<file path="src/rtl/udb_sweep_ctrl_if.sv">
// Sweep controller bundle: job request, bounds, counter feedback and status.
// The master side drives the job and the counter value; the slave is the controller.
interface udb_sweep_ctrl_if #(
    parameter int WIDTH = 4
);
    logic             udb_sweep_ctrl_start;
    logic             udb_sweep_ctrl_abort;
    logic [WIDTH-1:0] udb_sweep_ctrl_lo;
    logic [WIDTH-1:0] udb_sweep_ctrl_hi;
    logic [WIDTH-1:0] udb_sweep_ctrl_passes;
    logic [WIDTH-1:0] udb_sweep_ctrl_count;
    logic             udb_sweep_ctrl_load;
    logic [WIDTH-1:0] udb_sweep_ctrl_load_value;
    logic             udb_sweep_ctrl_direction;
    logic             udb_sweep_ctrl_busy;
    logic             udb_sweep_ctrl_done;
    logic             udb_sweep_ctrl_err;
    logic [WIDTH-1:0] udb_sweep_ctrl_pass_cnt;

    modport master (
        output udb_sweep_ctrl_start,
        output udb_sweep_ctrl_abort,
        output udb_sweep_ctrl_lo,
        output udb_sweep_ctrl_hi,
        output udb_sweep_ctrl_passes,
        output udb_sweep_ctrl_count,
        input  udb_sweep_ctrl_load,
        input  udb_sweep_ctrl_load_value,
        input  udb_sweep_ctrl_direction,
        input  udb_sweep_ctrl_busy,
        input  udb_sweep_ctrl_done,
        input  udb_sweep_ctrl_err,
        input  udb_sweep_ctrl_pass_cnt
    );

    modport slave (
        input  udb_sweep_ctrl_start,
        input  udb_sweep_ctrl_abort,
        input  udb_sweep_ctrl_lo,
        input  udb_sweep_ctrl_hi,
        input  udb_sweep_ctrl_passes,
        input  udb_sweep_ctrl_count,
        output udb_sweep_ctrl_load,
        output udb_sweep_ctrl_load_value,
        output udb_sweep_ctrl_direction,
        output udb_sweep_ctrl_busy,
        output udb_sweep_ctrl_done,
        output udb_sweep_ctrl_err,
        output udb_sweep_ctrl_pass_cnt
    );
endinterface

</file>
<file path="src/rtl/udb_sweep_ctrl.sv">
// Up/down sweep controller: drives an external counter between lo and hi
// for a requested number of passes, parking it at lo when finished.
module udb_sweep_ctrl #(
    parameter int WIDTH = 4
) (
    input logic            udb_sweep_ctrl_clk,
    input logic            udb_sweep_ctrl_rst,
    udb_sweep_ctrl_if.slave bus
);
    localparam logic [2:0] S_IDLE = 3'd0;
    localparam logic [2:0] S_LOAD = 3'd1;
    localparam logic [2:0] S_UP   = 3'd2;
    localparam logic [2:0] S_DOWN = 3'd3;
    localparam logic [2:0] S_PARK = 3'd4;
    localparam logic [WIDTH:0] ONE = 1;

    logic [2:0]       r_state;
    logic [2:0]       w_next;
    logic [WIDTH-1:0] r_lo;
    logic [WIDTH-1:0] r_hi;
    logic [WIDTH-1:0] r_passes;
    logic [WIDTH-1:0] r_pass_cnt;
    logic             r_err;
    logic             w_set_err;
    logic             w_inc;
    logic             w_start;
    logic             w_bad_req;
    logic             w_oor;
    logic             w_at_hi;
    logic             w_at_lo;
    logic             w_last;
    logic             w_load;

    assign w_start   = (r_state == S_IDLE) && bus.udb_sweep_ctrl_start;
    assign w_bad_req = (bus.udb_sweep_ctrl_lo >= bus.udb_sweep_ctrl_hi)
                    || (bus.udb_sweep_ctrl_passes == '0);
    assign w_oor     = (bus.udb_sweep_ctrl_count < r_lo)
                    || (bus.udb_sweep_ctrl_count > r_hi);
    assign w_at_hi   = bus.udb_sweep_ctrl_count == r_hi;
    assign w_at_lo   = bus.udb_sweep_ctrl_count == r_lo;
    // Pass that is finishing now is the last one requested.
    assign w_last    = ({1'b0, r_pass_cnt} + ONE) == {1'b0, r_passes};

    always_comb begin
        w_next    = r_state;
        w_set_err = 1'b0;
        w_inc     = 1'b0;
        case (r_state)
            S_IDLE: begin
                if (bus.udb_sweep_ctrl_start)
                    w_next = w_bad_req ? S_PARK : S_LOAD;
            end
            S_LOAD: begin
                w_next    = bus.udb_sweep_ctrl_abort ? S_PARK : S_UP;
                w_set_err = bus.udb_sweep_ctrl_abort;
            end
            S_UP: begin
                if (bus.udb_sweep_ctrl_abort || w_oor) begin
                    w_next    = S_PARK;
                    w_set_err = 1'b1;
                end else if (w_at_hi) begin
                    w_next = S_DOWN;
                end
            end
            S_DOWN: begin
                if (bus.udb_sweep_ctrl_abort || w_oor) begin
                    w_next    = S_PARK;
                    w_set_err = 1'b1;
                end else if (w_at_lo) begin
                    w_inc  = 1'b1;
                    w_next = w_last ? S_PARK : S_UP;
                end
            end
            S_PARK:  w_next = S_IDLE;
            default: w_next = S_IDLE;
        endcase
    end

    always_ff @(posedge udb_sweep_ctrl_clk) begin
        if (!udb_sweep_ctrl_rst) begin
            r_state    <= S_IDLE;
            r_lo       <= '0;
            r_hi       <= '0;
            r_passes   <= '0;
            r_pass_cnt <= '0;
            r_err      <= 1'b0;
        end else begin
            r_state <= w_next;
            if (w_start) begin
                r_lo       <= bus.udb_sweep_ctrl_lo;
                r_hi       <= bus.udb_sweep_ctrl_hi;
                r_passes   <= bus.udb_sweep_ctrl_passes;
                r_pass_cnt <= '0;
                r_err      <= w_bad_req;
            end else begin
                if (w_set_err)
                    r_err <= 1'b1;
                if (w_inc && !(&r_pass_cnt))
                    r_pass_cnt <= r_pass_cnt + 1'b1;
            end
        end
    end

    assign w_load = (r_state == S_LOAD) || (r_state == S_PARK);

    assign bus.udb_sweep_ctrl_load       = w_load;
    assign bus.udb_sweep_ctrl_load_value = w_load ? r_lo : '0;
    assign bus.udb_sweep_ctrl_busy       = r_state != S_IDLE;
    assign bus.udb_sweep_ctrl_done       = r_state == S_PARK;
    assign bus.udb_sweep_ctrl_err        = r_err;
    assign bus.udb_sweep_ctrl_pass_cnt   = r_pass_cnt;
    // Turning at lo only when another pass follows; otherwise keep heading down.
    assign bus.udb_sweep_ctrl_direction  =
        ((r_state == S_UP) && !w_at_hi) ||
        ((r_state == S_DOWN) && w_at_lo && !w_last);
endmodule

</file>
<file path="src/flat_wrapper.sv">
// flat-port wrapper written by rule: the top's interface ports become plain ports
module udb_sweep_ctrl_flat 
#(
    parameter int WIDTH = 4
)
  (udb_sweep_ctrl_clk, udb_sweep_ctrl_rst, bus_udb_sweep_ctrl_start, bus_udb_sweep_ctrl_abort, bus_udb_sweep_ctrl_lo, bus_udb_sweep_ctrl_hi, bus_udb_sweep_ctrl_passes, bus_udb_sweep_ctrl_count, bus_udb_sweep_ctrl_load, bus_udb_sweep_ctrl_load_value, bus_udb_sweep_ctrl_direction, bus_udb_sweep_ctrl_busy, bus_udb_sweep_ctrl_done, bus_udb_sweep_ctrl_err, bus_udb_sweep_ctrl_pass_cnt);
  udb_sweep_ctrl_if #(.WIDTH(WIDTH)) bus_i ();
  input logic udb_sweep_ctrl_clk;
  input logic udb_sweep_ctrl_rst;
  input wire logic [$bits(bus_i.udb_sweep_ctrl_start)-1:0] bus_udb_sweep_ctrl_start;
  input wire logic [$bits(bus_i.udb_sweep_ctrl_abort)-1:0] bus_udb_sweep_ctrl_abort;
  input wire logic [$bits(bus_i.udb_sweep_ctrl_lo)-1:0] bus_udb_sweep_ctrl_lo;
  input wire logic [$bits(bus_i.udb_sweep_ctrl_hi)-1:0] bus_udb_sweep_ctrl_hi;
  input wire logic [$bits(bus_i.udb_sweep_ctrl_passes)-1:0] bus_udb_sweep_ctrl_passes;
  input wire logic [$bits(bus_i.udb_sweep_ctrl_count)-1:0] bus_udb_sweep_ctrl_count;
  output wire logic [$bits(bus_i.udb_sweep_ctrl_load)-1:0] bus_udb_sweep_ctrl_load;
  output wire logic [$bits(bus_i.udb_sweep_ctrl_load_value)-1:0] bus_udb_sweep_ctrl_load_value;
  output wire logic [$bits(bus_i.udb_sweep_ctrl_direction)-1:0] bus_udb_sweep_ctrl_direction;
  output wire logic [$bits(bus_i.udb_sweep_ctrl_busy)-1:0] bus_udb_sweep_ctrl_busy;
  output wire logic [$bits(bus_i.udb_sweep_ctrl_done)-1:0] bus_udb_sweep_ctrl_done;
  output wire logic [$bits(bus_i.udb_sweep_ctrl_err)-1:0] bus_udb_sweep_ctrl_err;
  output wire logic [$bits(bus_i.udb_sweep_ctrl_pass_cnt)-1:0] bus_udb_sweep_ctrl_pass_cnt;
  assign bus_i.udb_sweep_ctrl_start = bus_udb_sweep_ctrl_start;
  assign bus_i.udb_sweep_ctrl_abort = bus_udb_sweep_ctrl_abort;
  assign bus_i.udb_sweep_ctrl_lo = bus_udb_sweep_ctrl_lo;
  assign bus_i.udb_sweep_ctrl_hi = bus_udb_sweep_ctrl_hi;
  assign bus_i.udb_sweep_ctrl_passes = bus_udb_sweep_ctrl_passes;
  assign bus_i.udb_sweep_ctrl_count = bus_udb_sweep_ctrl_count;
  assign bus_udb_sweep_ctrl_load = bus_i.udb_sweep_ctrl_load;
  assign bus_udb_sweep_ctrl_load_value = bus_i.udb_sweep_ctrl_load_value;
  assign bus_udb_sweep_ctrl_direction = bus_i.udb_sweep_ctrl_direction;
  assign bus_udb_sweep_ctrl_busy = bus_i.udb_sweep_ctrl_busy;
  assign bus_udb_sweep_ctrl_done = bus_i.udb_sweep_ctrl_done;
  assign bus_udb_sweep_ctrl_err = bus_i.udb_sweep_ctrl_err;
  assign bus_udb_sweep_ctrl_pass_cnt = bus_i.udb_sweep_ctrl_pass_cnt;
  udb_sweep_ctrl #(.WIDTH(WIDTH)) u_core (.udb_sweep_ctrl_clk(udb_sweep_ctrl_clk), .udb_sweep_ctrl_rst(udb_sweep_ctrl_rst), .bus(bus_i));
endmodule
</file>
<file path="config.mk">
export PLATFORM = sky130hd
export DESIGN_NAME = udb_sweep_ctrl_flat
export DESIGN_NICKNAME = d
export VERILOG_FILES = /design/src/rtl/udb_sweep_ctrl_if.sv /design/src/rtl/udb_sweep_ctrl.sv /design/src/flat_wrapper.sv
export SDC_FILE = /design/constraint.sdc
export NUM_CORES = 1
export LEC_CHECK = 0
export CAP_MARGIN = 5
export CORE_MARGIN = 2
export CORE_UTILIZATION = 50
export CTS_CLUSTER_SIZE = 20
export DETAILED_ROUTE_END_ITERATION = 8
export HOLD_SLACK_MARGIN = 0.1
export PLACE_DENSITY = 0.8
export SYNTH_ARGS = -nofsm -noshare
export SYNTH_HDL_FRONTEND = slang
export SYNTH_SLANG_ARGS = --single-unit
</file>
<file path="constraint.sdc">
create_clock -name udb_sweep_ctrl_clk -period 2.5 [get_ports udb_sweep_ctrl_clk]
set_clock_uncertainty 0.05 [all_clocks]
set_input_delay 0.25 -clock udb_sweep_ctrl_clk [delete_from_list [all_inputs] [get_ports udb_sweep_ctrl_clk]]
set_output_delay 0.25 -clock udb_sweep_ctrl_clk [all_outputs]
set_load 0.1 [all_outputs]
</file>
---- After elaboration in Yosys (flattened, before gate mapping) ----
Index checks and enable logic that the tools add are counted.
storage, ports and cells
  logic and storage cells ................. 60
  bits of input ports ..................... 20
  register bits ........................... 20
  output and inout bits ................... 13
operators by class
  magnitude comparators ................... 3
  bitwise operators ....................... 1
  multiplexer cells ....................... 17
  equality and inequality tests ........... 10
  $add $sub $neg .......................... 2
  reduce and logical (&&, ||, !) cells .... 21
operators with widths
  kind                                                                      number
  3-bit 2-to-1 mux                                                          8
  3-bit one-hot mux with 4 select lines                                     1
  4-bit equality test                                                       2
  3-bit by 2-bit equality test with 1-bit output (second input constant)    2
  1-bit 2-to-1 mux                                                          6
  3-bit by 1-bit inequality test with 1-bit output (second input constant)  2
  4-bit by 1-bit adder with 5-bit output (second input constant)            1
  5-bit by 4-bit equality test with 1-bit output                            1
  1-bit logical AND                                                         5
  1-bit logical OR                                                          5
  4-bit by 1-bit adder with 4-bit output (second input constant)            1
  4-bit greater-or-equal comparator                                         1
  4-bit greater-than comparator                                             1
  4-bit logical NOT                                                         1
  4-bit less-than comparator                                                1
  4-bit 2-to-1 mux                                                          1
  4-bit AND reduction                                                       1
  2-bit OR reduction                                                        2
  3-bit by 1-bit equality test with 1-bit output (second input constant)    1
  3-bit equality test (second input constant)                               1
  1-bit logical NOT                                                         3
  3-bit logical NOT                                                         1
  3-bit AND reduction                                                       1
  3-bit nonzero test                                                        1
  other kinds (4)                                                           4

---- Depth between registers and ports, before layout ----
  depth after elaboration ................. 7
  mapped depth ............................ 8
  gate-level depth less buffers ........... 8

---- Worst setup path after synthesis ----
No wires, ideal clock.
  path kind ............................... register -> output
  from .................................... reg u_core.r_pass_cnt[0], in the netlist u_core.bus.udb_sweep_ctrl_pass_cnt[0]
  to ...................................... out bus_udb_sweep_ctrl_direction
  data required time ...................... 2.200 ns
  setup slack ............................. -1.190 ns
  arrival ................................. 3.390 ns
  cell stages (with the launch flop) ...... 8
  buffers on the path ..................... 0
  path through ............................ dfxtp_1 ha_1 nand2b_1 mux2i_1 a21oi_2 nor4_4 o22a_2 nor2_1
on the way
  longest elaborated chain between the ends .. 5
RTL lines
  element                                         RTL line               text
  from (decl)                                     udb_sweep_ctrl.sv:22   logic [WIDTH-1:0] r_pass_cnt;
  from (signal assigned)                          udb_sweep_ctrl.sv:99   r_pass_cnt <= r_pass_cnt + 1'b1;
  4-bit by 1-bit adder with 5-bit output          udb_sweep_ctrl.sv:42   assign w_last = ({1'b0, r_pass_cnt} + ONE) == {1'b0, r_passes};
  5-bit by 4-bit equality test with 1-bit output  udb_sweep_ctrl.sv:42
  1-bit logical NOT                               udb_sweep_ctrl.sv:115  ((r_state == S_DOWN) && w_at_lo && !w_last);
  1-bit logical AND                               udb_sweep_ctrl.sv:115
  1-bit logical OR                                udb_sweep_ctrl.sv:114  ((r_state == S_UP) && !w_at_hi) ||
  to (decl)                                       flat_wrapper.sv:18     output wire logic [$bits(bus_i.udb_sweep_ctrl_direction)-1:0] bus_udb_sweep_ctrl_direction;
Every way passes these cells.

---- Final worst setup path ----
Same ends and word-level chain as after synthesis.

==> impl_metrics.csv <==
group,metric,value,unit
run_status,status,"finished clean",
placed_design,place.gp.congestion,0.803,
finish,n_antenna_cell,0,
power,peakVddDrop,0.330,mV
synthesis,syn_avg_cell_area,8.37,sq um
setup_path,worst_r2r_endpoint,"u_core.r_state[2]$_SDFFE_PN0P_",
hold_path,hold_class,"flip-flop to flip-flop",
setup_path,critical_path_class,"flip-flop to output port",
clock_tree,clock_latency,0.29,ns
detailed_routing,vias_per_cell,5.44,
floorplanning,dieArea,3270,sq um
setup_path,reg2regPathDepth,8,
clock_tree,numCtsBuffers,3,
timing,tns,0,ns
floorplanning,die-height,57.2,um
timing,worst_slew_pin_slew,0.531,ns
clock_tree,clock-sinks,20,
grt,grt_pass1_wl,5140,um
finish,final_nets,235,
detailed_routing,wl_per_cell,12.8,um
floorplanning,core_area,2710,sq um
timing,fmax,419,MHz
grt,grt-ovfl-total,0,
timing,max_slew_margin,64.2,%
synthesis,synth_most_common_cell,"nand2_1",
hold_path,min_to,"u_core.r_lo[1]$_SDFFE_PN0P_",
timing,finalCriticalPeriod,2.39,ns
synthesis,yosysTopAreaCell,"dfxtp_1",
placed_design,placed_area,1740,sq um
detailed_routing,vias,1261,
placed_design,dp_cells,228,
flow_run,maxCapViolCount,0,
floorplanning,io_pins,33,
detailed_routing,antenna_left,0,
clock_tree,post-cts-setup-buffers,0,
power,power_density,480,nW/um^2
hold_path,hp-start,"u_core.r_lo[1]$_SDFFE_PN0P_",
synthesis,synthTopCellsByCount,"nand2_1 (29), dfxtp_1 (20), inv_1 (14)",
synthesis,syn-num-nets,202,
setup_path,required,2.20,ns
timing,rsz0062_at_grt,"no",
grt,grt_pass1_vias,1201,
floorplanning,start_util,52.2,%
clock_tree,cts_max_level,1,
clock_tree,path_clk_slew,0.12,ns
setup_path,crit_path_start_kind,"flip-flop",
grt,grt_start_max_net_pins,18,
detailed_routing,drt-total-wl,2970,um
synthesis,syn_area,1410,sq um
setup_path,cp.arrival,2.09,ns
setup_path,rr_startpoint,"u_core.r_hi[1]$_SDFFE_PN0P_",
synthesis,ys_types,46,
synthesis,synthCells,169,
synthesis,yosysTopAreaCellShare,28.3,%
clock_tree,clockBufferDepth,2,
floorplanning,die_w,57.2,um
synthesis,synth_edf_count,0,
finish,drive_gt1_share,19.9,%
grt,grt.total_usage,19.5,%
clock_tree,root_buffer,"clkbuf_4",
detailed_routing,drc,0,
hold_path,whs_path_depth,2,
setup_path,critPathMaxFanout,6,
finish,areaGrowthSynthToFinish,26.2,%
synthesis,synthArstFlopShare,0,%
timing,setup_viol,0,
clock_tree,cts_hold_buf,0,
synthesis,ys_top_cells_by_area,"dfxtp_1 (28%), ha_1 (12%), nand2_1 (7.7%), a21boi_0 (6.4%), inv_1 (3.7%)",
timing,post-route-period-util,95.5,%
synthesis,ys_ff_latch,20,
synthesis,synth_warnings,0,
synthesis,synth_seq_area_share,28.3,%
finish,final_cells,232,
detailed_routing,first_iter_violations,15,
setup_path,endpoint_kind,"output port",
finish,stdcell_area,1780,sq um
setup_path,r2r_slack,0.44,ns
placed_design,dp_hpwl,2450,um
timing,final_max_slew_viol_count,0,
placed_design,port_buffers,32,
clock_tree,cts_tree,"yes",
grt,antenna_found_initial,0,
detailed_routing,drt_pre_antenna_iters,4,
power,p_leak,0.722,nW
power,total_power,857,uW
floorplanning,rows,19,
timing,hold_viol_final,0,
synthesis,synth_ff_type,"dfxtp_1",
through the flow:
stage / util [%] / setup WS [ns] / hold slack [ns]
after floorplan: - / -0.459 / 0.345
after global placement: 64.4 / 0.139 / 0.408
after detailed placement: 64.4 / 0.0603 / 0.411
after CTS: 65.8 / 0.0362 / 0.426
after global routing: 65.8 / 0.00364 / 0.456
final: 65.8 / 0.114 / 0.426
kinds of logic (layout without fill, tap and decap cells):
| group | count (synthesis) | count (layout) | synth area share [%] |
|---|---|---|---|
| AND/OR/NAND/NOR | 66 | 66 | 25.9 |
| AO/OA/AOI/OAI | 40 | 40 | 21.7 |
| buffers and inverters | 21 | 53 | 6.72 |
| flip-flops | 20 | 20 | 28.3 |
| adder cells (fa/ha/maj) | 13 | 13 | 11.5 |
| XOR/XNOR | 6 | 6 | 3.72 |
| multiplexers | 3 | 3 | 2.12 |
area by class of cell:
cell class	count	area (sq um)
inverter	14	52.6
multi-input combinational	128	932
fill	231	926
tap	31	38.8
timing repair buffer	35	323
clock buffer	4	36.3
sequential	20	402
worst max-delay path by stage:
stage	startpoint	end	slack, ns	cells after the start
floorplan	u_core.r_state[0]$_SDFFE_PN0P_	bus_udb_sweep_ctrl_load_value[1]	-0.46	3
global placement	bus_udb_sweep_ctrl_count[1]	u_core.r_state[2]$_SDFFE_PN0P_	0.14	8
detailed placement	bus_udb_sweep_ctrl_count[1]	u_core.r_state[2]$_SDFFE_PN0P_	0.06	8
CTS	u_core.bus.udb_sweep_ctrl_pass_cnt[0]$_SDFFE_PP0P_	bus_udb_sweep_ctrl_direction	0.04	7
global route	u_core.bus.udb_sweep_ctrl_pass_cnt[1]$_SDFFE_PP0P_	bus_udb_sweep_ctrl_direction	0.004	7
finish	u_core.bus.udb_sweep_ctrl_pass_cnt[0]$_SDFFE_PP0P_	bus_udb_sweep_ctrl_direction	0.11	7
worst max-delay path, cell delays in order (launching register included):
cell	delay, ns
dfxtp_2	0.40
ha_2	0.26
xnor2_1	0.16
xnor2_1	0.13
nor4_4	0.39
o22a_2	0.24
nor2_4	0.04
buf_12	0.16
timing repair:
action | CTS | global route
setup endpoints to repair | 1 | 1
gates resized for setup | 1 | 1
pin swaps | 1 | 0
layout by cell type, fill, tap and decap left out, types with 2 or more instances in the layout:
| cell | instances |
|---|---|
| nor2_1 | 6 |
| xor2_1 | 2 |
| inv_1 | 14 |
| nor3_1 | 4 |
| a21oi_1 | 8 |
| nand2b_1 | 2 |
| a211oi_1 | 3 |
| xnor2_1 | 4 |
| nor4_1 | 2 |
| ha_1 | 12 |
| mux2i_1 | 3 |
| nand3_1 | 4 |
| dfxtp_1 | 19 |
| and2_1 | 4 |
| nand2_1 | 29 |
| o21ai_0 | 4 |
| a21boi_0 | 12 |
| clkdlybuf4s50_1 | 19 |
| buf_4 | 15 |
| and4_2 | 2 |
| clkbuf_4 | 3 |
sequential cells by signal (all words and copies together), names as in the netlist:
signal / count
u_core.bus.udb_sweep_ctrl_err: 1
u_core.bus.udb_sweep_ctrl_pass_cnt: 4
u_core.r_passes: 4
u_core.r_state: 3
u_core.r_lo: 4
u_core.r_hi: 4
metal layers:
| metal | global-route usage (%) | up-vias | share of wire (%) |
|---|---|---|---|
| met5 | 0 | - | 0 |
| met2 | 32.5 | 26 | 45 |
| met1 | 25.8 | 577 | 49 |
| met4 | 7.97 | 0 | 2.5 |
| met3 | 2.04 | 6 | 3.7 |
| li1 | - | 652 | - |
power by group:
part | leakage, nW | switching (mW) | total [mW] | internal, mW
Clock | 0.0210 | 0.0961 | 0.185 | 0.0886
Sequential | 0.164 | 0.0207 | 0.360 | 0.339
Combinational | 0.537 | 0.197 | 0.312 | 0.115
Power figures use the tool's default switching activity.
